File: src/rtl/seven_seg_pkg.sv
// Shared definitions for the elevator floor-indicator display driver:
// segment glyphs ({dp,g,f,e,d,c,b,a}, active-high), the converter state
// encoding, and small helpers for glyph lookup and BCD sizing.
package seven_seg_pkg;

    localparam logic [7:0] SEG_0     = 8'h3F;
    localparam logic [7:0] SEG_1     = 8'h06;
    localparam logic [7:0] SEG_2     = 8'h5B;
    localparam logic [7:0] SEG_3     = 8'h4F;
    localparam logic [7:0] SEG_4     = 8'h66;
    localparam logic [7:0] SEG_5     = 8'h6D;
    localparam logic [7:0] SEG_6     = 8'h7D;
    localparam logic [7:0] SEG_7     = 8'h07;
    localparam logic [7:0] SEG_8     = 8'h7F;
    localparam logic [7:0] SEG_9     = 8'h6F;
    localparam logic [7:0] SEG_BLANK = 8'h00;
    localparam logic [7:0] SEG_DASH  = 8'h40;

    typedef enum logic [1:0] {
        IDLE  = 2'b00,
        SHIFT = 2'b01,
        DONE  = 2'b10
    } conv_state_e;

    // Non-decimal nibbles never occur on a valid BCD path; show them blank.
    function automatic logic [7:0] nibble_to_seg(input logic [3:0] nib);
        logic [7:0] glyph;
        case (nib)
            4'd0:    glyph = SEG_0;
            4'd1:    glyph = SEG_1;
            4'd2:    glyph = SEG_2;
            4'd3:    glyph = SEG_3;
            4'd4:    glyph = SEG_4;
            4'd5:    glyph = SEG_5;
            4'd6:    glyph = SEG_6;
            4'd7:    glyph = SEG_7;
            4'd8:    glyph = SEG_8;
            4'd9:    glyph = SEG_9;
            default: glyph = SEG_BLANK;
        endcase
        return glyph;
    endfunction

    // Decimal digits needed to hold the largest value of a 'width'-bit number.
    function automatic int bcd_digits_for(input int width);
        longint maxv;
        int     n;
        maxv = (64'sd1 <<< width) - 64'sd1;
        n    = 1;
        for (int i = 0; i < 20; i++) begin
            if (maxv >= 64'sd10) begin
                maxv = maxv / 64'sd10;
                n    = n + 1;
            end
        end
        return n;
    endfunction

    function automatic longint pow10(input int n);
        longint p;
        p = 64'sd1;
        for (int i = 0; i < n; i++) begin
            p = p * 64'sd10;
        end
        return p;
    endfunction

endpackage

File: src/rtl/seven_seg_scan_driver_bin2bcd_seq.sv
// Sequential double-dabble binary-to-BCD converter.
// Ports: clk, rst_n (sync, active-low), start_i (load bin_i and convert),
//        bin_i (binary value), busy_o (conversion in flight, including the
//        result-valid cycle), done_o (one-cycle pulse, bcd_o valid),
//        bcd_o (NUM_DIGITS BCD nibbles, least-significant digit in [3:0]).
module bin2bcd_seq
    import seven_seg_pkg::*;
#(
    parameter int BIN_W      = 4,
    parameter int NUM_DIGITS = 2
) (
    input  logic                    clk,
    input  logic                    rst_n,
    input  logic                    start_i,
    input  logic [BIN_W-1:0]        bin_i,
    output logic                    busy_o,
    output logic                    done_o,
    output logic [NUM_DIGITS*4-1:0] bcd_o
);

    // The shift register always holds enough digits for the full input
    // range, so overflow beyond NUM_DIGITS is judged by the caller.
    localparam int NEED_DIGITS = bcd_digits_for(BIN_W);
    localparam int CONV_DIGITS = (NEED_DIGITS > NUM_DIGITS) ? NEED_DIGITS : NUM_DIGITS;
    localparam int BCD_W       = CONV_DIGITS * 4;
    localparam int SR_W        = BCD_W + BIN_W;
    localparam int CNT_W       = (BIN_W > 1) ? $clog2(BIN_W) : 1;

    conv_state_e             state_q, state_d;
    logic [SR_W-1:0]         sr_q, sr_d;
    logic [CNT_W-1:0]        cnt_q, cnt_d;
    logic [NUM_DIGITS*4-1:0] bcd_q, bcd_d;
    logic                    done_q, done_d;

    // One double-dabble step: correct every BCD nibble >= 5, then shift left.
    function automatic logic [SR_W-1:0] dabble_step(input logic [SR_W-1:0] sr);
        logic [SR_W-1:0] t;
        t = sr;
        for (int k = 0; k < CONV_DIGITS; k++) begin
            if (t[BIN_W+4*k +: 4] >= 4'd5) begin
                t[BIN_W+4*k +: 4] = t[BIN_W+4*k +: 4] + 4'd3;
            end
        end
        return {t[SR_W-2:0], 1'b0};
    endfunction

    // Converter next-state: load, BIN_W shift steps, then latch the result.
    always_comb begin
        state_d = state_q;
        sr_d    = sr_q;
        cnt_d   = cnt_q;
        bcd_d   = bcd_q;
        done_d  = 1'b0;
        case (state_q)
            IDLE: begin
                if (start_i) begin
                    sr_d    = {{BCD_W{1'b0}}, bin_i};
                    cnt_d   = '0;
                    state_d = SHIFT;
                end else begin
                    state_d = IDLE;
                end
            end
            SHIFT: begin
                sr_d = dabble_step(sr_q);
                if (cnt_q == CNT_W'(BIN_W - 1)) begin
                    state_d = DONE;
                end else begin
                    cnt_d = cnt_q + 1'b1;
                end
            end
            DONE: begin
                bcd_d   = sr_q[BIN_W +: NUM_DIGITS*4];
                done_d  = 1'b1;
                state_d = IDLE;
            end
            default: begin
                state_d = IDLE;
            end
        endcase
    end

    // Converter state registers; reset abandons any conversion in progress.
    always_ff @(posedge clk) begin
        if (!rst_n) begin
            state_q <= IDLE;
            sr_q    <= '0;
            cnt_q   <= '0;
            bcd_q   <= '0;
            done_q  <= 1'b0;
        end else begin
            state_q <= state_d;
            sr_q    <= sr_d;
            cnt_q   <= cnt_d;
            bcd_q   <= bcd_d;
            done_q  <= done_d;
        end
    end

    // Busy stays high through the result-valid cycle so no new start can
    // race the display update.
    assign busy_o = (state_q != IDLE) || done_q;
    assign done_o = done_q;
    assign bcd_o  = bcd_q;

endmodule

File: src/rtl/seven_seg_scan_driver.sv
// Time-multiplexed seven-segment floor indicator.
// Ports: clk, rst_n (sync, active-low), floor (binary floor number),
//        moving (lights DP on the most-significant digit), blink (flash),
//        busy (BCD conversion in progress), seg ({dp,g,f,e,d,c,b,a},
//        registered), an (one-hot digit enable, registered).
// A floor change is converted to BCD in the background; the display scans
// one digit per REFRESH_DIV cycles with leading-zero blanking and blink.
module seven_seg_scan_driver
    import seven_seg_pkg::*;
#(
    parameter int FLOOR_W     = 4,
    parameter int NUM_DIGITS  = 2,
    parameter int REFRESH_DIV = 50000,
    parameter int BLINK_TICKS = 64,
    parameter int ACTIVE_LOW  = 0
) (
    input  logic                  clk,
    input  logic                  rst_n,
    input  logic [FLOOR_W-1:0]    floor,
    input  logic                  moving,
    input  logic                  blink,
    output logic                  busy,
    output logic [7:0]            seg,
    output logic [NUM_DIGITS-1:0] an
);

    localparam int          PRESC_W   = $clog2(REFRESH_DIV);
    localparam int          DIG_W     = (NUM_DIGITS > 1) ? $clog2(NUM_DIGITS) : 1;
    localparam int          BCNT_W    = (BLINK_TICKS > 1) ? $clog2(BLINK_TICKS) : 1;
    localparam logic [63:0] OVF_LIMIT = 64'(pow10(NUM_DIGITS));

    logic [FLOOR_W-1:0]      last_floor_q, last_floor_d;
    logic [NUM_DIGITS*4-1:0] disp_q, disp_d;
    logic                    ovf_q, ovf_d;
    logic [PRESC_W-1:0]      presc_q, presc_d;
    logic [DIG_W-1:0]        digit_q, digit_d;
    logic [BCNT_W-1:0]       bcnt_q, bcnt_d;
    logic                    phase_on_q, phase_on_d;
    logic [7:0]              seg_q, seg_d;
    logic [NUM_DIGITS-1:0]   an_q, an_d;

    logic                    start_s, conv_busy_s, conv_done_s, tick_s;
    logic [NUM_DIGITS*4-1:0] conv_bcd_s;
    logic [3:0]              nib_s;
    logic                    lead_blank_s;
    logic [7:0]              glyph_s, seg_pre_s;
    logic [NUM_DIGITS-1:0]   an_pre_s;

    // Changes arriving while a conversion runs are left for IDLE to re-detect.
    assign start_s = (floor != last_floor_q) && !conv_busy_s;
    assign tick_s  = (presc_q == PRESC_W'(REFRESH_DIV - 1));

    bin2bcd_seq #(
        .BIN_W      (FLOOR_W),
        .NUM_DIGITS (NUM_DIGITS)
    ) u_bin2bcd (
        .clk     (clk),
        .rst_n   (rst_n),
        .start_i (start_s),
        .bin_i   (floor),
        .busy_o  (conv_busy_s),
        .done_o  (conv_done_s),
        .bcd_o   (conv_bcd_s)
    );

    // Change capture and display-register update on conversion completion.
    always_comb begin
        last_floor_d = last_floor_q;
        disp_d       = disp_q;
        ovf_d        = ovf_q;
        if (start_s) begin
            last_floor_d = floor;
        end else begin
            last_floor_d = last_floor_q;
        end
        if (conv_done_s) begin
            // last_floor_q is frozen while busy, so it is the converted value.
            disp_d = conv_bcd_s;
            ovf_d  = (64'(last_floor_q) >= OVF_LIMIT);
        end else begin
            disp_d = disp_q;
            ovf_d  = ovf_q;
        end
    end

    // Refresh prescaler, digit index and blink phase.
    always_comb begin
        presc_d    = presc_q + 1'b1;
        digit_d    = digit_q;
        bcnt_d     = bcnt_q;
        phase_on_d = phase_on_q;
        if (tick_s) begin
            presc_d = '0;
            if (digit_q == DIG_W'(NUM_DIGITS - 1)) begin
                digit_d = '0;
            end else begin
                digit_d = digit_q + 1'b1;
            end
        end else begin
            digit_d = digit_q;
        end
        if (!blink) begin
            bcnt_d     = '0;
            phase_on_d = 1'b1;
        end else if (tick_s) begin
            if (bcnt_q == BCNT_W'(BLINK_TICKS - 1)) begin
                bcnt_d     = '0;
                phase_on_d = ~phase_on_q;
            end else begin
                bcnt_d = bcnt_q + 1'b1;
            end
        end else begin
            bcnt_d = bcnt_q;
        end
    end

    // Glyph for the current digit: dash on overflow, leading-zero blanking,
    // DP on the top digit, and blink-off forcing everything dark.
    always_comb begin
        nib_s        = disp_q[4*int'(digit_q) +: 4];
        lead_blank_s = (digit_q != '0);
        for (int j = 0; j < NUM_DIGITS; j++) begin
            lead_blank_s = lead_blank_s &
                           ~((DIG_W'(j) >= digit_q) && (disp_q[4*j +: 4] != 4'd0));
        end
        if (ovf_q) begin
            glyph_s = SEG_DASH;
        end else if (lead_blank_s) begin
            glyph_s = SEG_BLANK;
        end else begin
            glyph_s = nibble_to_seg(nib_s);
        end
        seg_pre_s = {moving && (digit_q == DIG_W'(NUM_DIGITS - 1)), glyph_s[6:0]};
        an_pre_s  = '0;
        for (int j = 0; j < NUM_DIGITS; j++) begin
            an_pre_s[j] = (DIG_W'(j) == digit_q);
        end
        // Live blink input here so dropping blink restores output next clk.
        if (blink && !phase_on_q) begin
            seg_pre_s = SEG_BLANK;
            an_pre_s  = '0;
        end else begin
            seg_pre_s = seg_pre_s;
            an_pre_s  = an_pre_s;
        end
        if (ACTIVE_LOW != 0) begin
            seg_d = ~seg_pre_s;
            an_d  = ~an_pre_s;
        end else begin
            seg_d = seg_pre_s;
            an_d  = an_pre_s;
        end
    end

    // Top-level state and registered pin drivers.
    always_ff @(posedge clk) begin
        if (!rst_n) begin
            last_floor_q <= '0;
            disp_q       <= '0;
            ovf_q        <= 1'b0;
            presc_q      <= '0;
            digit_q      <= '0;
            bcnt_q       <= '0;
            phase_on_q   <= 1'b1;
            seg_q        <= (ACTIVE_LOW != 0) ? 8'hFF : 8'h00;
            an_q         <= (ACTIVE_LOW != 0) ? {NUM_DIGITS{1'b1}} : {NUM_DIGITS{1'b0}};
        end else begin
            last_floor_q <= last_floor_d;
            disp_q       <= disp_d;
            ovf_q        <= ovf_d;
            presc_q      <= presc_d;
            digit_q      <= digit_d;
            bcnt_q       <= bcnt_d;
            phase_on_q   <= phase_on_d;
            seg_q        <= seg_d;
            an_q         <= an_d;
        end
    end

    assign seg  = seg_q;
    assign an   = an_q;
    assign busy = conv_busy_s;

endmodule

File: config.mk
export PLATFORM = sky130hd
export DESIGN_NAME = seven_seg_scan_driver
export DESIGN_NICKNAME = d
export VERILOG_FILES = /design/src/rtl/seven_seg_pkg.sv /design/src/rtl/seven_seg_scan_driver_bin2bcd_seq.sv /design/src/rtl/seven_seg_scan_driver.sv
export SDC_FILE = /design/constraint.sdc
export NUM_CORES = 1
export LEC_CHECK = 0
export BUFFER_PORTS_ARGS = -buffer_cell sky130_fd_sc_hd__buf_2
export CAP_MARGIN = 15
export CORE_MARGIN = 2
export CORE_UTILIZATION = 40
export DETAILED_ROUTE_END_ITERATION = 8
export PLACE_DENSITY = 0.53
export RECOVER_POWER = 50
export SYNTH_ARGS = -nofsm -noshare
export SYNTH_HDL_FRONTEND = slang
export SYNTH_HIERARCHICAL = 1
export SYNTH_SLANG_ARGS = --single-unit
File: constraint.sdc
create_clock -name clk -period 2.8 [get_ports clk]
set_input_delay 0.56 -clock clk [delete_from_list [all_inputs] [get_ports clk]]
set_output_delay 0.56 -clock clk [all_outputs]
set_load 0.01 [all_outputs]
## Yosys cells after proc, flatten, opt, wreduce, memory -nomap -nowiden

Memory sizes are Yosys's and may differ from the RTL's. A register that Yosys moved wholly into a read port is not among the register bits.
Cells that the tools add are included.

| storage, ports and cells | value |
|---|---|
| bits of input ports | 8 |
| memories kept | 1 |
| register bits after elaboration | 64 |
| bits in read-only memories | 112 |

Memories:

| name | words | width | rd ports | clocked after Yosys merged registers in | wr ports | line | text |
|---|---|---|---|---|---|---|---|
| (no name shown) | 16 | 7 | 1 | 1 | 0 | seven_seg_pkg.sv:28 | `case (nib)` |

| cells by class | value |
|---|---|
| mux-type cells | 13 |
| $lt $le $gt $ge | 4 |
| shift operators | 1 |
| add/subtract/negate cells | 6 |
| bitwise operators | 7 |
| reductions and logical operators | 20 |
| equal/unequal tests | 9 |

Operator list:

| cell | count |
|---|---|
| case mux 12 bit (2 select lines) | 1 |
| adder 16 x 1 -> 16 bit (second input constant) | 1 |
| equality test 16 bit (second input constant) | 1 |
| two-way mux 12 bit | 1 |
| greater-or-equal comparator 4 x 3 -> 1 bit (second input constant) | 2 |
| case mux 2 bit (2 select lines) | 2 |
| nonzero test 4 bit | 2 |
| indexed part select 8 x 4 -> 4 bit | 1 |
| adder 6 x 1 -> 6 bit (second input constant) | 1 |
| equality test 6 bit (second input constant) | 1 |
| two-way mux 2 bit | 3 |
| two-way mux 6 bit | 1 |
| AND reduction 2 bit | 3 |
| logical AND 1 bit | 5 |
| NOT 1 bit | 5 |
| adder 4 x 2 -> 4 bit (second input constant) | 1 |
| equality test 2 bit (second input constant) | 2 |
| two-way mux 4 bit | 1 |
| != test 2 bit (second input constant) | 2 |
| != test 4 bit | 1 |
| nonzero test 2 bit | 2 |
| OR reduction 2 bit | 2 |
| adder 3 x 2 -> 3 bit (second input constant) | 1 |
| two-way mux 1 bit | 3 |
| other kinds (12) | 15 |

## Longest topological paths before layout

Gate-level depths: netlist (run 1).

| logic depth | value |
|---|---|
| depth after elaboration | 6 |
| depth in mapped cells | 8 |
| gate-level depth less buffers | 6 |

## Cells and area by module

Netlist (run 1), hierarchy kept.

Modules (own cells, without submodules):

| module | cells each | area an instance (um^2) | instances | seq. area each (um^2) |
|---|---|---|---|---|
| seven_seg_scan_driver | 230 | 2127.0 | 1 | 920.9 |
| bin2bcd_seq | 128 | 1151.1 | 1 | 500.5 |

## Least setup slack after synthesis (run 1)

No wires, ideal clock.

| path | value |
|---|---|
| path type | register -> register |
| start | register u_bin2bcd.state_q[0] |
| end | register u_bin2bcd.sr_q[10] |
| path slack | 0.505 ns |
| library setup time | 0.117 ns |
| data required time | 2.683 ns |
| path buffers | 2 |
| period minus slack after synthesis | 2.295 ns |
| arrival time | 2.179 ns |
| stages on the path, launching flop included | 9 |
| cell sequence | dfxtp_1 buf_2 or3_1 clkbuf_1 a41oi_1 nor2_1 or2_4 and2_4 a22o_1 |

| between the ends | value |
|---|---|
| word-level cells in the longest chain between the ends | 6 |
| elaborated cells between the ends (all ways) | 10 |

Ends and longest elaborated chain:

| what | line | text |
|---|---|---|
| from (decl) | seven_seg_scan_driver_bin2bcd_seq.sv:29 | `conv_state_e state_q, state_d;` |
| from (signal assigned) | seven_seg_scan_driver_bin2bcd_seq.sv:92 | `state_q <= state_d;` |
| nonzero test 2 bit | seven_seg_scan_driver_bin2bcd_seq.sv:102 | `assign busy_o = (state_q != IDLE) \|\| done_q;` |
| logical OR 1 bit | seven_seg_scan_driver_bin2bcd_seq.sv:102 |  |
| named net busy | seven_seg_scan_driver.sv:22 | `output logic busy,` |
| logical NOT 1 bit | seven_seg_scan_driver.sv:50 | `assign start_s = (floor != last_floor_q) && !conv_busy_s;` |
| logical AND 1 bit | seven_seg_scan_driver.sv:50 |  |
| named net start_s | seven_seg_scan_driver.sv:42 | `logic start_s, conv_busy_s, conv_done_s, tick_s;` |
| != test 2 bit (no line) | -- |  |
| AND reduction 2 bit (no line) | -- |  |
| to (signal assigned) | seven_seg_scan_driver_bin2bcd_seq.sv:93 | `sr_q <= sr_d;` |
| to (decl) | seven_seg_scan_driver_bin2bcd_seq.sv:30 | `logic [SR_W-1:0] sr_q, sr_d;` |

The timed path passes the listed nets, and every way through them passes these cells.
A chain may end at the register's enable or synchronous reset.

## Final worst setup path (run 1)

| path | value |
|---|---|
| start | register u_bin2bcd.state_q[0] |
| end | register u_bin2bcd.sr_q[10] |

| between the ends | value |
|---|---|
| word-level cells in the longest chain between the ends | 6 |
| elaborated cells between the ends (all ways) | 10 |

Ends and longest elaborated chain:

| what | line |
|---|---|
| nonzero test 2 bit | seven_seg_scan_driver_bin2bcd_seq.sv:102 |
| logical OR 1 bit | seven_seg_scan_driver_bin2bcd_seq.sv:102 |
| logical NOT 1 bit | seven_seg_scan_driver.sv:50 |
| logical AND 1 bit | seven_seg_scan_driver.sv:50 |
| named net start_s | seven_seg_scan_driver.sv:42 |
| != test 2 bit (no line) | -- |
| AND reduction 2 bit (no line) | -- |

The timed path passes the listed nets, and every way through them passes these cells.

==> results.txt, run 1 <==
----------------------------------------------------
[Logic synthesis]
  Count of mapped cells out of synthesis ... between 300 and 400
  Leading post-synthesis cells by instance count ... sky130_fd_sc_hd__dfxtp_1 (71), sky130_fd_sc_hd__nand2_1 (36), sky130_fd_sc_hd__nor2_1 (35)
  Synthesized netlist net count ... roughly 380
  Count of cell types in the netlist ... just under 50
  Share of cell area taken by muxes after synthesis ... under 10%
  Top FF cell, synth ... sky130_fd_sc_hd__dfxtp_1
  Asr flop ratio synth ... 0%
  Dominant combinational cell family by area after synthesis ... simple AND/OR/NAND/NOR gates
  Fraction of the mapped netlist area in adder cells ... under 10%
  YS warnings ... 6
  Sequential fraction of the synthesis area ... 43.4%
  Synth Area in XOR/XNOR ... under 10%
  Simple-Gate Fraction of Synth Area ... around a quarter
  Per-instance average area after synthesis ... 9.16 sq um
  Library cell with the highest instance count after synthesis ... sky130_fd_sc_hd__dfxtp_1
  Leading area contributor after synthesis ... sky130_fd_sc_hd__dfxtp_1
  EDFF count, synth ... 0
  Complex-gate fraction of the synthesized area ... 12.3%
  Post-synthesis sequential element count ... between 70 and 80
  Proportion of netlist area held by the largest area contributor ... a little over two fifths
  Synth top area cells ... sky130_fd_sc_hd__dfxtp_1 (43%), sky130_fd_sc_hd__mux2i_1 (5.2%), sky130_fd_sc_hd__ha_1 (5.0%), sky130_fd_sc_hd__xnor2_1 (4.3%), sky130_fd_sc_hd__nand2_1 (4.1%)
  Post-synthesis cell area ... around 3300 sq um

[Routing]
  Average routed wire per standard cell ... 12.5 um
  Final wirelength ... around 6 mm
  Via Count ... roughly 2400
  Detailed-route DRC error count ... 0
  Initial DRT Pass Iterations ... 4
  1st-iter DRT viols ... between 90 and 100
  Antenna Nets Post-Route ... 0
  Routed via count divided by cell count ... 4.96

[CTS]
  CTS Root Cell ... sky130_fd_sc_hd__clkbuf_8
  CTS resizes ... 0
  TritonCTS clock tree ... built
  CTS Hold Bufs ... 0
  CTS Sinks ... between 70 and 80
  Buffer count from post-CTS setup fixing ... 0
  Maximum level of the CTS H-tree ... 3
  CTS Buf Count ... 9
  Maximum count of clock buffers along a single path ... 2
  Latest clock arrival within the worst-skew pair ... approximately 0.34 ns
  Clk slew on worst S/H paths ... 0.07 ns

[Floorplanning]
  I/O Pins ... 19
  Initial cell density of the core ... 40.5%
  Die width ... 94.5 um
  Std-Cell Core Area ... roughly 8100 sq um
  Height of the chip ... 94.5 um
  Total die area ... around 9000 sq um
  Rows ... 33

[Setup path]
  Crit-path cells ... or3_1 > a41oi_1 > nor2_1 > or2_4 > and2_4 > a22o_1
  R2r worst-path depth ... 6
  Worst setup path startpoint ... u_bin2bcd/state_q[0]
  Buffers plus inverters on the worst setup path ... 0
  Setup slack of the worst register-to-register path ... roughly 0.45 ns
  Arrival time of the worst setup path ... approximately 2.6 ns
  Sort of element at the start of the critical path ... register
  Gate family responsible for the most delay along the worst path ... simple AND/OR/NAND/NOR gates
  Worst Setup End Kind ... register
  Maximum fanout count along the critical path ... 16
  Critical R2R Capture ... u_bin2bcd/sr_q[10]
  Required time of the critical path ... slightly above 3 ns
  Start-to-end type of the worst setup path ... reg2reg
  Worst path max stage delay ... between 0.5 and 0.6 ns
  Worst flop-to-flop path startpoint ... u_bin2bcd/state_q[0]
  Critical-path cell with the highest stage delay ... sky130_fd_sc_hd__or3_1

[STA]
  Finish-stage setup viols ... 0
  Pins over their slew limit ... 0
  Maximum frequency from static timing analysis ... ~0.42 GHz
  Hold violation total from the final report ... 0
  Total negative setup slack ... 0 ns
  Setup repair after global routing missed its margin ... false
  Clock skew ... between 0.007 and 0.008 ns
  Max-slew headroom at the worst pin ... 63.0%
  Clock period minus final worst setup slack ... between 2 and 2.5 ns
  Slew at the pin closest to its max-slew limit ... 0.539 ns
  Share of the clock period used by the worst path ... around 84%

[Global routing]
  Vias in the first global route ... around 2200
  Final global-route overflow total ... 0
  Wire length of the first global-routing pass ... between 10 and 15 mm
  Antenna violations before repair ... 0
  All-Layer GR Usage ... 14.5%
  Pin count of the biggest net entering global routing ... 37

[Min path]
  Worst Hold Launch ... moving
  Worst hold path type ... in2reg
  Worst Hold End ... seg[7]
  Hold depth ... 2

[Power]
  Areal power density over the cells ... ~540 nW/um^2
  Leakage power summed over all cells ... 1.29 nW
  Peak supply drop ... about 0.34 mV

[Cells and area]
  P&R area growth vs syn ... 9.69%
  Net count reported at finish ... around 400
  Fill cells ... between 800 and 900
  Fraction of layout cells with a size suffix above 1 ... a little under a tenth
  N_diodes ... 0
  Post-route cell area ... between 3000 and 4000 sq um

[Placed design]
  Final GP Congestion ... between 0.7 and 0.8
  Post-detailed-placement half-perimeter wirelength ... around 4.2 mm
  Number of buffers inserted by port buffering ... 18
  Dpl cell area ... about 3400 sq um

[Flow run]
  Max Cap Violations ... 0

[Outcome]
  Status ... finished, final reports clean

----------------------------------------------------
registers in the layout, summed over array words and instances, names as in the netlist, 2 cells and up:
| name | cells |
|---|---|
| presc_q | 16 |
| u_bin2bcd/sr_q | 12 |
| seg | 8 |
| u_bin2bcd/bcd_o | 8 |
| disp_q | 8 |
| an | 2 |
| u_bin2bcd/cnt_q | 2 |
| u_bin2bcd/state_q | 2 |
| last_floor_q | 4 |
| bcnt_q | 6 |
worst max-delay path by stage:
stage                               to  slack, ns  cells past startpoint
global route        u_bin2bcd/sr_q[10]       0.27                      6
CTS                  u_bin2bcd/sr_q[8]       0.44                      6
floorplan           u_bin2bcd/sr_q[10]       0.50                      8
finish              u_bin2bcd/sr_q[10]       0.45                      6
global placement     u_bin2bcd/sr_q[9]       0.49                      6
detailed placement   u_bin2bcd/sr_q[8]       0.46                      6
layout by cell type (no fill, tap or decap), types with 2 or more instances in the layout:
cell	netlist	routed
sky130_fd_sc_hd__a31o_2	2	2
sky130_fd_sc_hd__xor2_1	4	4
sky130_fd_sc_hd__and2_1	5	2
sky130_fd_sc_hd__buf_2	5	7
sky130_fd_sc_hd__nand2b_1	5	5
sky130_fd_sc_hd__dfxtp_1	71	71
sky130_fd_sc_hd__a22oi_1	3	3
sky130_fd_sc_hd__a41oi_1	2	2
sky130_fd_sc_hd__a21oi_1	20	20
sky130_fd_sc_hd__inv_1	12	12
sky130_fd_sc_hd__nand4_1	5	6
sky130_fd_sc_hd__mux2_2	2	2
sky130_fd_sc_hd__clkbuf_8	0	13
sky130_fd_sc_hd__nand3_1	10	10
sky130_fd_sc_hd__clkbuf_1	8	12
sky130_fd_sc_hd__a21boi_0	6	11
sky130_fd_sc_hd__ha_1	13	13
sky130_fd_sc_hd__o21ai_0	9	9
sky130_fd_sc_hd__and2_0	0	3
sky130_fd_sc_hd__nand3b_1	2	2
sky130_fd_sc_hd__nand2_1	36	36
sky130_fd_sc_hd__nor4_1	5	5
sky130_fd_sc_hd__mux2i_1	17	17
sky130_fd_sc_hd__xnor2_1	16	16
sky130_fd_sc_hd__o221a_2	3	3
sky130_fd_sc_hd__and3_1	2	2
sky130_fd_sc_hd__a22o_1	6	6
sky130_fd_sc_hd__nor3_1	9	9
sky130_fd_sc_hd__nor2_1	35	35
sky130_fd_sc_hd__nor2b_1	20	20
sky130_fd_sc_hd__and4_1	1	2
routing by layer:
layer | share of wire (%) | up-vias | global-route usage [%] | wire length [um]
li1 | - | 1265 | - | -
met1 | 50 | 1087 | 18.8 | 2980
met2 | 44 | 29 | 22.7 | 2680
met3 | 4.3 | 10 | 4.79 | 257
met4 | 1.8 | 0 | 5.43 | 106
met5 | 0 | - | 0 | 0
logic make-up (layout without fill, tap and decap cells):
| group | Yosys count | after routing |
|---|---|---|
| compound gates | 60 | 60 |
| xor+xnor | 20 | 20 |
| buf+inv | 26 | 45 |
| flops | 71 | 71 |
| mux | 20 | 20 |
| fa+ha+maj | 13 | 13 |
| simple gates | 148 | 148 |
worst reg2reg max path: cells and delay by family, from the launching register on:
family | cells | cell delay, ns
simple gates | 4 | 1.13
compound gates | 2 | 0.66
flops | 1 | 0.45
where the power goes:
group          internal, mW  switching (mW)
sequential             1.04          0.0222
clock                 0.410           0.346
combinational        0.0595          0.0648
total                  1.50           0.433
cell type report:
type	count	area, sq um	area share (%)
multi-input cells	261	1730	48.2
inverters	12	45.0	1.25
repair buffers	19	83.8	2.33
flip-flops and latches	71	1420	39.5
well taps	105	131	3.65
clock buffers	14	183	5.08
metrics by stage:
step / power, mW / util (%) / worst slack [ns] / instances / hold slack [ns]
after floorplan: 1.17 / - / 0.505 / 358 / 0.430
after global routing: 2.03 / 44.4 / 0.271 / 482 / 0.431
final: 1.94 / 44.4 / 0.447 / 482 / 0.436
after global placement: 1.21 / 42.6 / 0.486 / 468 / 0.448
after detailed placement: 1.21 / 42.6 / 0.460 / 468 / 0.453
after CTS: 1.97 / 44.8 / 0.442 / 482 / 0.420
Note: power is estimated with default switching activity, not from simulation.
==> run 2: changes to the inputs <==
==> constraint.sdc (replaced) <==
create_clock -name clk -period 2.4 [get_ports clk]
set_input_delay 0.48 -clock clk [delete_from_list [all_inputs] [get_ports clk]]
set_output_delay 0.48 -clock clk [all_outputs]
set_load 0.01 [all_outputs]
==> run 2 against run 1 <==
Compared with the run above:
- clock skew up 0.0018 ns
- via count rose by 1.8%
- design area is 1.0% higher
- total power is 18% higher
- routed wire length fell by 2.7%
- largest power group unchanged
==> results.txt, run 2 (synthesis results as in run 1) <==
----------------------------------------------------
[Outcome]
  Status ... finished, final reports clean (unchanged)

[Power]
  Peak supply drop ... 0.321 mV (was 0.337 mV)
  Areal power density over the cells ... 628 nW/um^2 (was 539 nW/um^2)
  Power after layout ... 2.28 mW (was 1.94 mW)
  Leakage power summed over all cells ... 1.32 nW (was 1.29 nW)

[Flow run]
  Max Cap Violations ... 0 (unchanged)

[Placed design]
  Post-detailed-placement half-perimeter wirelength ... 4.12 mm (was 4.23 mm)
  Final GP Congestion ... 0.798 (was 0.762)
  Setup WS pre-CTS ... 0.408 ns (was 0.460 ns)
  Dpl cell area ... 3480 sq um (was 3440 sq um)
  Number of buffers inserted by port buffering ... 18 (unchanged)
  Placed cell count ... 473 (was 468)

[Setup path]
  Critical R2R Capture ... presc_q[4] (was u_bin2bcd/sr_q[10])
  Maximum fanout count along the critical path ... 9 (was 16)
  Gate family responsible for the most delay along the worst path ... flip-flops (was simple AND/OR/NAND/NOR gates)
  Worst path max stage delay ... 0.46 ns (was 0.57 ns)
  Arrival time of the worst setup path ... 1.52 ns (was 2.58 ns)
  Critical-path cell with the highest stage delay ... sky130_fd_sc_hd__dfxtp_1 (was sky130_fd_sc_hd__or3_1)
  Worst Setup End Kind ... output pin (was register)
  Setup slack of the worst register-to-register path ... 0.42 ns (was 0.45 ns)
  R2r worst-path depth ... 5 (was 6)
  Sort of element at the start of the critical path ... register (unchanged)
  Buffers plus inverters on the worst setup path ... 2 (was 0)
  Worst flop-to-flop path startpoint ... presc_q[0] (was u_bin2bcd/state_q[0])
  Start-to-end type of the worst setup path ... reg2out (was reg2reg)
  Required time of the critical path ... 1.92 ns (was 3.03 ns)
  Worst setup path startpoint ... u_bin2bcd/done_o (was u_bin2bcd/state_q[0])
  Crit-path cells ... or3_1 > buf_4 > buf_2 (was or3_1 > a41oi_1 > nor2_1 > or2_4 > and2_4 > a22o_1)

[Cells and area]
  Largest registers ... presc_q x16, u_bin2bcd/sr_q x12 (unchanged)
  Max FFs per register ... 16 (unchanged)
  Leading cell types in the layout, fill and taps excluded ... sky130_fd_sc_hd__dfxtp_1 (71), sky130_fd_sc_hd__nand2_1 (36), sky130_fd_sc_hd__nor2_1 (35), sky130_fd_sc_hd__a21oi_1 (20), sky130_fd_sc_hd__nor2b_1 (20) (unchanged)
  Final cell count without fillers ... 489 (was 482)
  Fraction of layout cells with a size suffix above 1 ... 11.5% (was 9.55%)
  N_diodes ... 0 (unchanged)
  Register ranked first by flip-flop count ... presc_q (unchanged)
  Fill cells ... 853 (was 844)
  Most common cell after layout, fill and taps aside ... sky130_fd_sc_hd__dfxtp_1 (unchanged)
  Finished Core Util ... 44.9% (was 44.4%)
  Post-route cell area ... 3630 sq um (was 3600 sq um)
  P&R area growth vs syn ... 10.8% (was 9.69%)
  Net count reported at finish ... 400 (was 395)

[Floorplanning]
  I/O Pins ... 19 (unchanged)
  Total die area ... 8940 sq um (unchanged)
  Std-Cell Core Area ... 8090 sq um (unchanged)
  Die width ... 94.5 um (unchanged)
  Rows ... 33 (unchanged)
  Height of the chip ... 94.5 um (unchanged)
  Initial cell density of the core ... 40.5% (unchanged)

[Routing]
  Antenna Nets Post-Route ... 0 (unchanged)
  Final wirelength ... 5.86 mm (was 6.02 mm)
  1st-iter DRT viols ... 109 (was 96)
  Detailed-route DRC error count ... 0 (unchanged)
  Average routed wire per standard cell ... 12.0 um (was 12.5 um)
  Via Count ... 2434 (was 2391)
  Routed via count divided by cell count ... 4.98 (was 4.96)
  Initial DRT Pass Iterations ... 4 (unchanged)

[STA]
  Share of the clock period used by the worst path ... a little over four fifths
  Clock period minus final worst setup slack ... between 2 and 2.5 ns
  Hold violation total from the final report ... 0 (unchanged)
  Max-slew headroom at the worst pin ... 63.0% (about the same)
  Hold slack final ... 0.350 ns (was 0.436 ns)
  Setup repair after global routing missed its margin ... false (unchanged)
  Finish-stage setup viols ... 0 (unchanged)
  Slew at the pin closest to its max-slew limit ... 0.539 ns (about the same)
  Clock skew ... 0.00893 ns (was 0.00716 ns)
  Pins over their slew limit ... 0 (unchanged)
  Total negative setup slack ... 0 ns (unchanged)
  Maximum frequency from static timing analysis ... about 0.5 GHz
  Worst setup slack after layout ... 0.398 ns (was 0.447 ns)

[CTS]
  CTS Buf Count ... 9 (unchanged)
  TritonCTS clock tree ... built (unchanged)
  Maximum count of clock buffers along a single path ... 2 (unchanged)
  Maximum level of the CTS H-tree ... 3 (unchanged)
  Latest clock arrival within the worst-skew pair ... 0.34 ns (about the same)
  CTS Sinks ... 71 (unchanged)
  Clk slew on worst S/H paths ... 0.08 ns (was 0.07 ns)
  Buffer count from post-CTS setup fixing ... 0 (unchanged)
  CTS Root Cell ... sky130_fd_sc_hd__clkbuf_8 (unchanged)
  CTS resizes ... 0 (unchanged)
  CTS Hold Bufs ... 0 (unchanged)

[Min path]
  Hold depth ... 2 (unchanged)
  Worst hold path type ... in2reg (unchanged)
  Worst Hold Launch ... moving (unchanged)
  Worst Hold End ... seg[7] (unchanged)

[Global routing]
  Final global-route overflow total ... 0 (unchanged)
  Antenna violations before repair ... 0 (unchanged)
  Pin count of the biggest net entering global routing ... 36 (was 37)
  Vias in the first global route ... 2280 (was 2168)
  Wire length of the first global-routing pass ... 9.94 mm (was 10.3 mm)
  All-Layer GR Usage ... 14.0% (was 14.5%)

----------------------------------------------------
==> run 2: changes by cell type in the layout (fill, tap and decap cells not counted) <==
cell / before / now
sky130_fd_sc_hd__buf_4: 1 / 5
sky130_fd_sc_hd__clkinv_2: 0 / 3
sky130_fd_sc_hd__buf_2: 7 / 8
sky130_fd_sc_hd__mux2i_4: 1 / 0
sky130_fd_sc_hd__and4_1: 2 / 1
sky130_fd_sc_hd__mux2i_1: 17 / 18
sky130_fd_sc_hd__clkbuf_1: 12 / 11
sky130_fd_sc_hd__and4_4: 0 / 1
==> run 2: report_power, final <==
group | leakage, nW | switching [mW] | internal (mW) | total (mW)
Sequential | 0.578 | 0.0186 | 1.21 | 1.23
Combinational | 0.642 | 0.0825 | 0.0770 | 0.159
Clock | 0.105 | 0.412 | 0.483 | 0.895
==> run 2: how the worst max path moves through the flow <==
stage	end	slack, ns	depth (start not counted)
floorplan	u_bin2bcd/sr_q[10]	0.10	8
global placement	u_bin2bcd/sr_q[6]	0.44	6
detailed placement	u_bin2bcd/sr_q[8]	0.41	6
CTS	busy	0.36	3
global route	presc_q[4]	0.17	5
finish	busy	0.40	3
==> run 2: area by class of cell <==
cell class | count | area (sq um) | share of cell area, %
Clock inverter | 3 | 15.0 | 0.413
Sequential cell | 71 | 1420 | 39.1
Clock buffer | 13 | 179 | 4.93
Multi-Input combinational cell | 261 | 1720 | 47.4
Inverter | 12 | 45.0 | 1.24
Timing Repair Buffer | 24 | 119 | 3.27
Tap cell | 105 | 131 | 3.62
==> run 2: worst register-to-register path: cells and delay by family (launching register included) <==
kind | cells | cell delay [ns]
adder cells (fa/ha/maj) | 1 | 0.24
AND/OR/NAND/NOR | 4 | 1.24
flip-flops | 1 | 0.37
==> run 2: layer usage <==
metal | share of wire, % | track usage [%] | vias up
li1 | - | - | 1278
met1 | 48 | 16.4 | 1105
met2 | 46 | 23.5 | 44
met3 | 4.9 | 5.43 | 7
met4 | 1.4 | 4.59 | 0
met5 | 0 | 0 | -
==> run 3: changes to the inputs <==
--- a/config.mk
+++ b/config.mk
@@ -10,7 +10,7 @@
 export CORE_MARGIN = 2
 export CORE_UTILIZATION = 40
 export DETAILED_ROUTE_END_ITERATION = 8
-export PLACE_DENSITY = 0.53
+export PLACE_DENSITY = 0.55
 export RECOVER_POWER = 50
 export SYNTH_ARGS = -nofsm -noshare
 export SYNTH_HDL_FRONTEND = slang
==> constraint.sdc (replaced) <==
create_clock -name clk -period 1.8 [get_ports clk]
set_input_delay 0.36 -clock clk [delete_from_list [all_inputs] [get_ports clk]]
set_output_delay 0.36 -clock clk [all_outputs]
set_load 0.01 [all_outputs]
==> run 3 against run 2 <==
Compared with the run above:
- final cell count is 1.2% higher
- die area stayed put
- clock skew hardly changed
- utilization is 1.3 points higher
- largest power group unchanged
- critical path type is now reg2reg
- clock-buffer cell count stayed put
==> results.txt, run 3 (synthesis results as in run 1) <==
----------------------------------------------------
[CTS]
  CTS Hold Bufs ... 0 (unchanged)
  Latest clock arrival within the worst-skew pair ... 0.34 ns (about the same)
  CTS Buf Count ... 9 (unchanged)
  CTS Sinks ... 71 (unchanged)
  TritonCTS clock tree ... built (unchanged)
  Maximum count of clock buffers along a single path ... 2 (unchanged)
  CTS Root Cell ... sky130_fd_sc_hd__clkbuf_8 (unchanged)
  Buffer count from post-CTS setup fixing ... 0 (unchanged)
  Clk slew on worst S/H paths ... 0.07 ns (was 0.08 ns)
  Maximum level of the CTS H-tree ... 3 (unchanged)
  CTS resizes ... 0 (unchanged)

[Global routing]
  Wire length of the first global-routing pass ... 10.4 mm (was 9.94 mm)
  Pin count of the biggest net entering global routing ... 29 (was 36)
  Antenna violations before repair ... 0 (unchanged)
  Vias in the first global route ... 2333 (was 2280)
  All-Layer GR Usage ... 14.6% (was 14.0%)
  Final global-route overflow total ... 0 (unchanged)

[Routing]
  Detailed-route DRC error count ... 0 (unchanged)
  Initial DRT Pass Iterations ... 4 (unchanged)
  Via Count ... 2445 (was 2434)
  Routed via count divided by cell count ... 4.94 (was 4.98)
  1st-iter DRT viols ... 89 (was 109)
  Final wirelength ... 5.83 mm (was 5.86 mm)
  Antenna Nets Post-Route ... 0 (unchanged)
  Average routed wire per standard cell ... 11.8 um (was 12.0 um)

[Power]
  Leakage power summed over all cells ... 1.36 nW (was 1.32 nW)
  Switch share ... 22.4% (was 22.5%)
  Power share of the combinational group ... 7.5% (was 7.0%)
  Reg power frac ... 52.9% (was 53.8%)
  Areal power density over the cells ... 828 nW/um^2 (was 628 nW/um^2)
  Peak supply drop ... 0.481 mV (was 0.321 mV)
  Total net switching power ... 0.693 mW (was 0.513 mW)
  Internal Dissipation ... 2.40 mW (was 1.77 mW)
  Power after layout ... 3.09 mW (was 2.28 mW)
  Clk network pwr share ... 39.6% (was 39.2%)

[STA]
  Hold violation total from the final report ... 0 (unchanged)
  Worst setup slack after layout ... 0.0653 ns (was 0.398 ns)
  Finish-stage setup viols ... 0 (unchanged)
  Pins over their slew limit ... 0 (unchanged)
  Slew at the pin closest to its max-slew limit ... 0.587 ns (was 0.539 ns)
  Clock skew ... 0.00902 ns (was 0.00893 ns)
  Share of the clock period used by the worst path ... a little over nine tenths
  Setup repair after global routing missed its margin ... false (unchanged)
  Maximum frequency from static timing analysis ... 0.576 GHz
  Max-slew headroom at the worst pin ... 60.9% (was 63.0%)
  Clock period minus final worst setup slack ... around 1.7 ns

[Cells and area]
  Net count reported at finish ... 406 (was 400)
  Post-route cell area ... 3740 sq um (was 3630 sq um)
  Fill cells ... 829 (was 853)
  Leading cell types in the layout, fill and taps excluded ... sky130_fd_sc_hd__dfxtp_1 (69), sky130_fd_sc_hd__nand2_1 (36), sky130_fd_sc_hd__nor2_1 (34), sky130_fd_sc_hd__a21oi_1 (20), sky130_fd_sc_hd__nor2b_1 (20) (was sky130_fd_sc_hd__dfxtp_1 (71), sky130_fd_sc_hd__nand2_1 (36), sky130_fd_sc_hd__nor2_1 (35), sky130_fd_sc_hd__a21oi_1 (20), sky130_fd_sc_hd__nor2b_1 (20))
  Largest registers ... presc_q x16, u_bin2bcd/sr_q x12 (unchanged)
  Most common cell after layout, fill and taps aside ... sky130_fd_sc_hd__dfxtp_1 (unchanged)
  Multi-input combinational cell area ... 1780 sq um (was 1720 sq um)
  Register cell area after layout ... 1420 sq um (about the same)
  Register ranked first by flip-flop count ... presc_q (unchanged)
  Final cell count without fillers ... 495 (was 489)
  Fraction of layout cells with a size suffix above 1 ... 14.1% (was 11.5%)
  P&R area growth vs syn ... 14.0% (was 10.8%)
  N_diodes ... 0 (unchanged)
  Max FFs per register ... 16 (unchanged)

[Setup path]
  Arrival time of the worst setup path ... 1.96 ns (was 1.52 ns)
  Worst Setup End Kind ... register (was output pin)
  Worst flop-to-flop path startpoint ... u_bin2bcd/done_o (was presc_q[0])
  Maximum fanout count along the critical path ... 6 (was 9)
  Critical-path cell with the highest stage delay ... sky130_fd_sc_hd__or3_4 (was sky130_fd_sc_hd__dfxtp_1)
  Worst path max stage delay ... 0.41 ns (was 0.46 ns)
  Sort of element at the start of the critical path ... register (unchanged)
  Start-to-end type of the worst setup path ... reg2reg (was reg2out)
  Critical R2R Capture ... u_bin2bcd/sr_q[5] (was presc_q[4])
  Required time of the critical path ... 2.03 ns (was 1.92 ns)
  Setup slack of the worst register-to-register path ... 0.07 ns (was 0.42 ns)
  R2r worst-path depth ... 6 (was 5)
  Crit-path cells ... or3_4 > a41oi_4 > nor2_2 > or2_4 > and2_4 > a22o_1 (was or3_1 > buf_4 > buf_2)

[Floorplanning]
  Height of the chip ... 94.5 um (unchanged)
  Initial cell density of the core ... 40.5% (unchanged)
  Rows ... 33 (unchanged)
  Die width ... 94.5 um (unchanged)
  Std-Cell Core Area ... 8090 sq um (unchanged)
  Total die area ... 8940 sq um (unchanged)
  I/O Pins ... 19 (unchanged)

[Outcome]
  Status ... finished, final reports clean (unchanged)

[Placed design]
  Number of buffers inserted by port buffering ... 18 (unchanged)
  Placed cell count ... 479 (was 473)
  Post-detailed-placement half-perimeter wirelength ... 4.15 mm (was 4.12 mm)
  Final GP Congestion ... 0.769 (was 0.798)
  Dpl cell area ... 3550 sq um (was 3480 sq um)
  Setup WS pre-CTS ... 0.0730 ns (was 0.408 ns)

[Flow run]
  Max Cap Violations ... 0 (unchanged)

[Min path]
  Hold depth ... 2 (unchanged)
  Worst Hold Launch ... moving (unchanged)
  Worst hold path type ... in2reg (unchanged)
  Worst Hold End ... seg[7] (unchanged)

----------------------------------------------------
-- run 3: changes by cell type in the layout (fill, tap and decap cells not counted), moves of 2 or more --
cell                       before  now
sky130_fd_sc_hd__buf_4          5   10
sky130_fd_sc_hd__clkbuf_1      11   14
sky130_fd_sc_hd__clkbuf_8      13   10
sky130_fd_sc_hd__and2_0         3    1
sky130_fd_sc_hd__and2_1         2    4
sky130_fd_sc_hd__clkinv_2       3    1
sky130_fd_sc_hd__dfxtp_1       71   69
sky130_fd_sc_hd__dfxtp_2        0    2
sky130_fd_sc_hd__mux2i_1       18   16
-- run 3: worst max-delay path: cells and delay by family (launching register included) --
family           cells  cell delay (ns)
AND/OR/NAND/NOR      4             0.92
flip-flops           1             0.31
AO/OA/AOI/OAI        2             0.40
-- run 3: power groups by stage --
stage | Sequential (mW) | Clock, mW | Combinational (mW)
final | 1.64 | 1.23 | 0.233
after global routing | 1.64 | 1.34 | 0.261
after floorplan | 1.67 | 0 | 0.171
after global placement | 1.67 | 0 | 0.234
after CTS | 1.64 | 1.28 | 0.237
after detailed placement | 1.67 | 0 | 0.237
-- run 3: area by class of cell --
type / count / share of cell area [%]
inverter: 12 / 1.20
clock buffer: 13 / 3.98
clock inverter: 3 / 1.14
tap: 105 / 3.51
timing repair buffer: 30 / 4.48
sequential: 71 / 38.1
multi-input combinational: 261 / 47.6
-- run 3: stage by stage --
step	hold WS (ns)	util (%)	TNS, ns
after CTS	0.210	46.3	0
after detailed placement	0.448	43.9	0
after global placement	0.439	43.9	0
final	0.227	46.2	0
after floorplan	0.430	-	-1.47
after global routing	0.208	46.2	0
-- run 3: worst max path at each step --
stage	start	end	slack, ns	cells after the start
after floorplan	u_bin2bcd/state_q[1]	u_bin2bcd/sr_q[10]	-0.20	8
after global placement	u_bin2bcd/done_o	u_bin2bcd/sr_q[5]	0.09	6
after detailed placement	u_bin2bcd/done_o	u_bin2bcd/sr_q[10]	0.07	6
after CTS	u_bin2bcd/done_o	busy	0.03	3
after global routing	u_bin2bcd/done_o	u_bin2bcd/sr_q[9]	0.006	6
final	u_bin2bcd/done_o	u_bin2bcd/sr_q[5]	0.07	6
-- run 3: routing by layer --
metal | up-vias | track usage [%] | share of wire [%]
met2 | 34 | 23.5 | 46
li1 | 1294 | - | -
met5 | - | 0 | 0
met1 | 1107 | 18.1 | 48
met4 | 0 | 6.04 | 1.7
met3 | 10 | 4.71 | 4.4
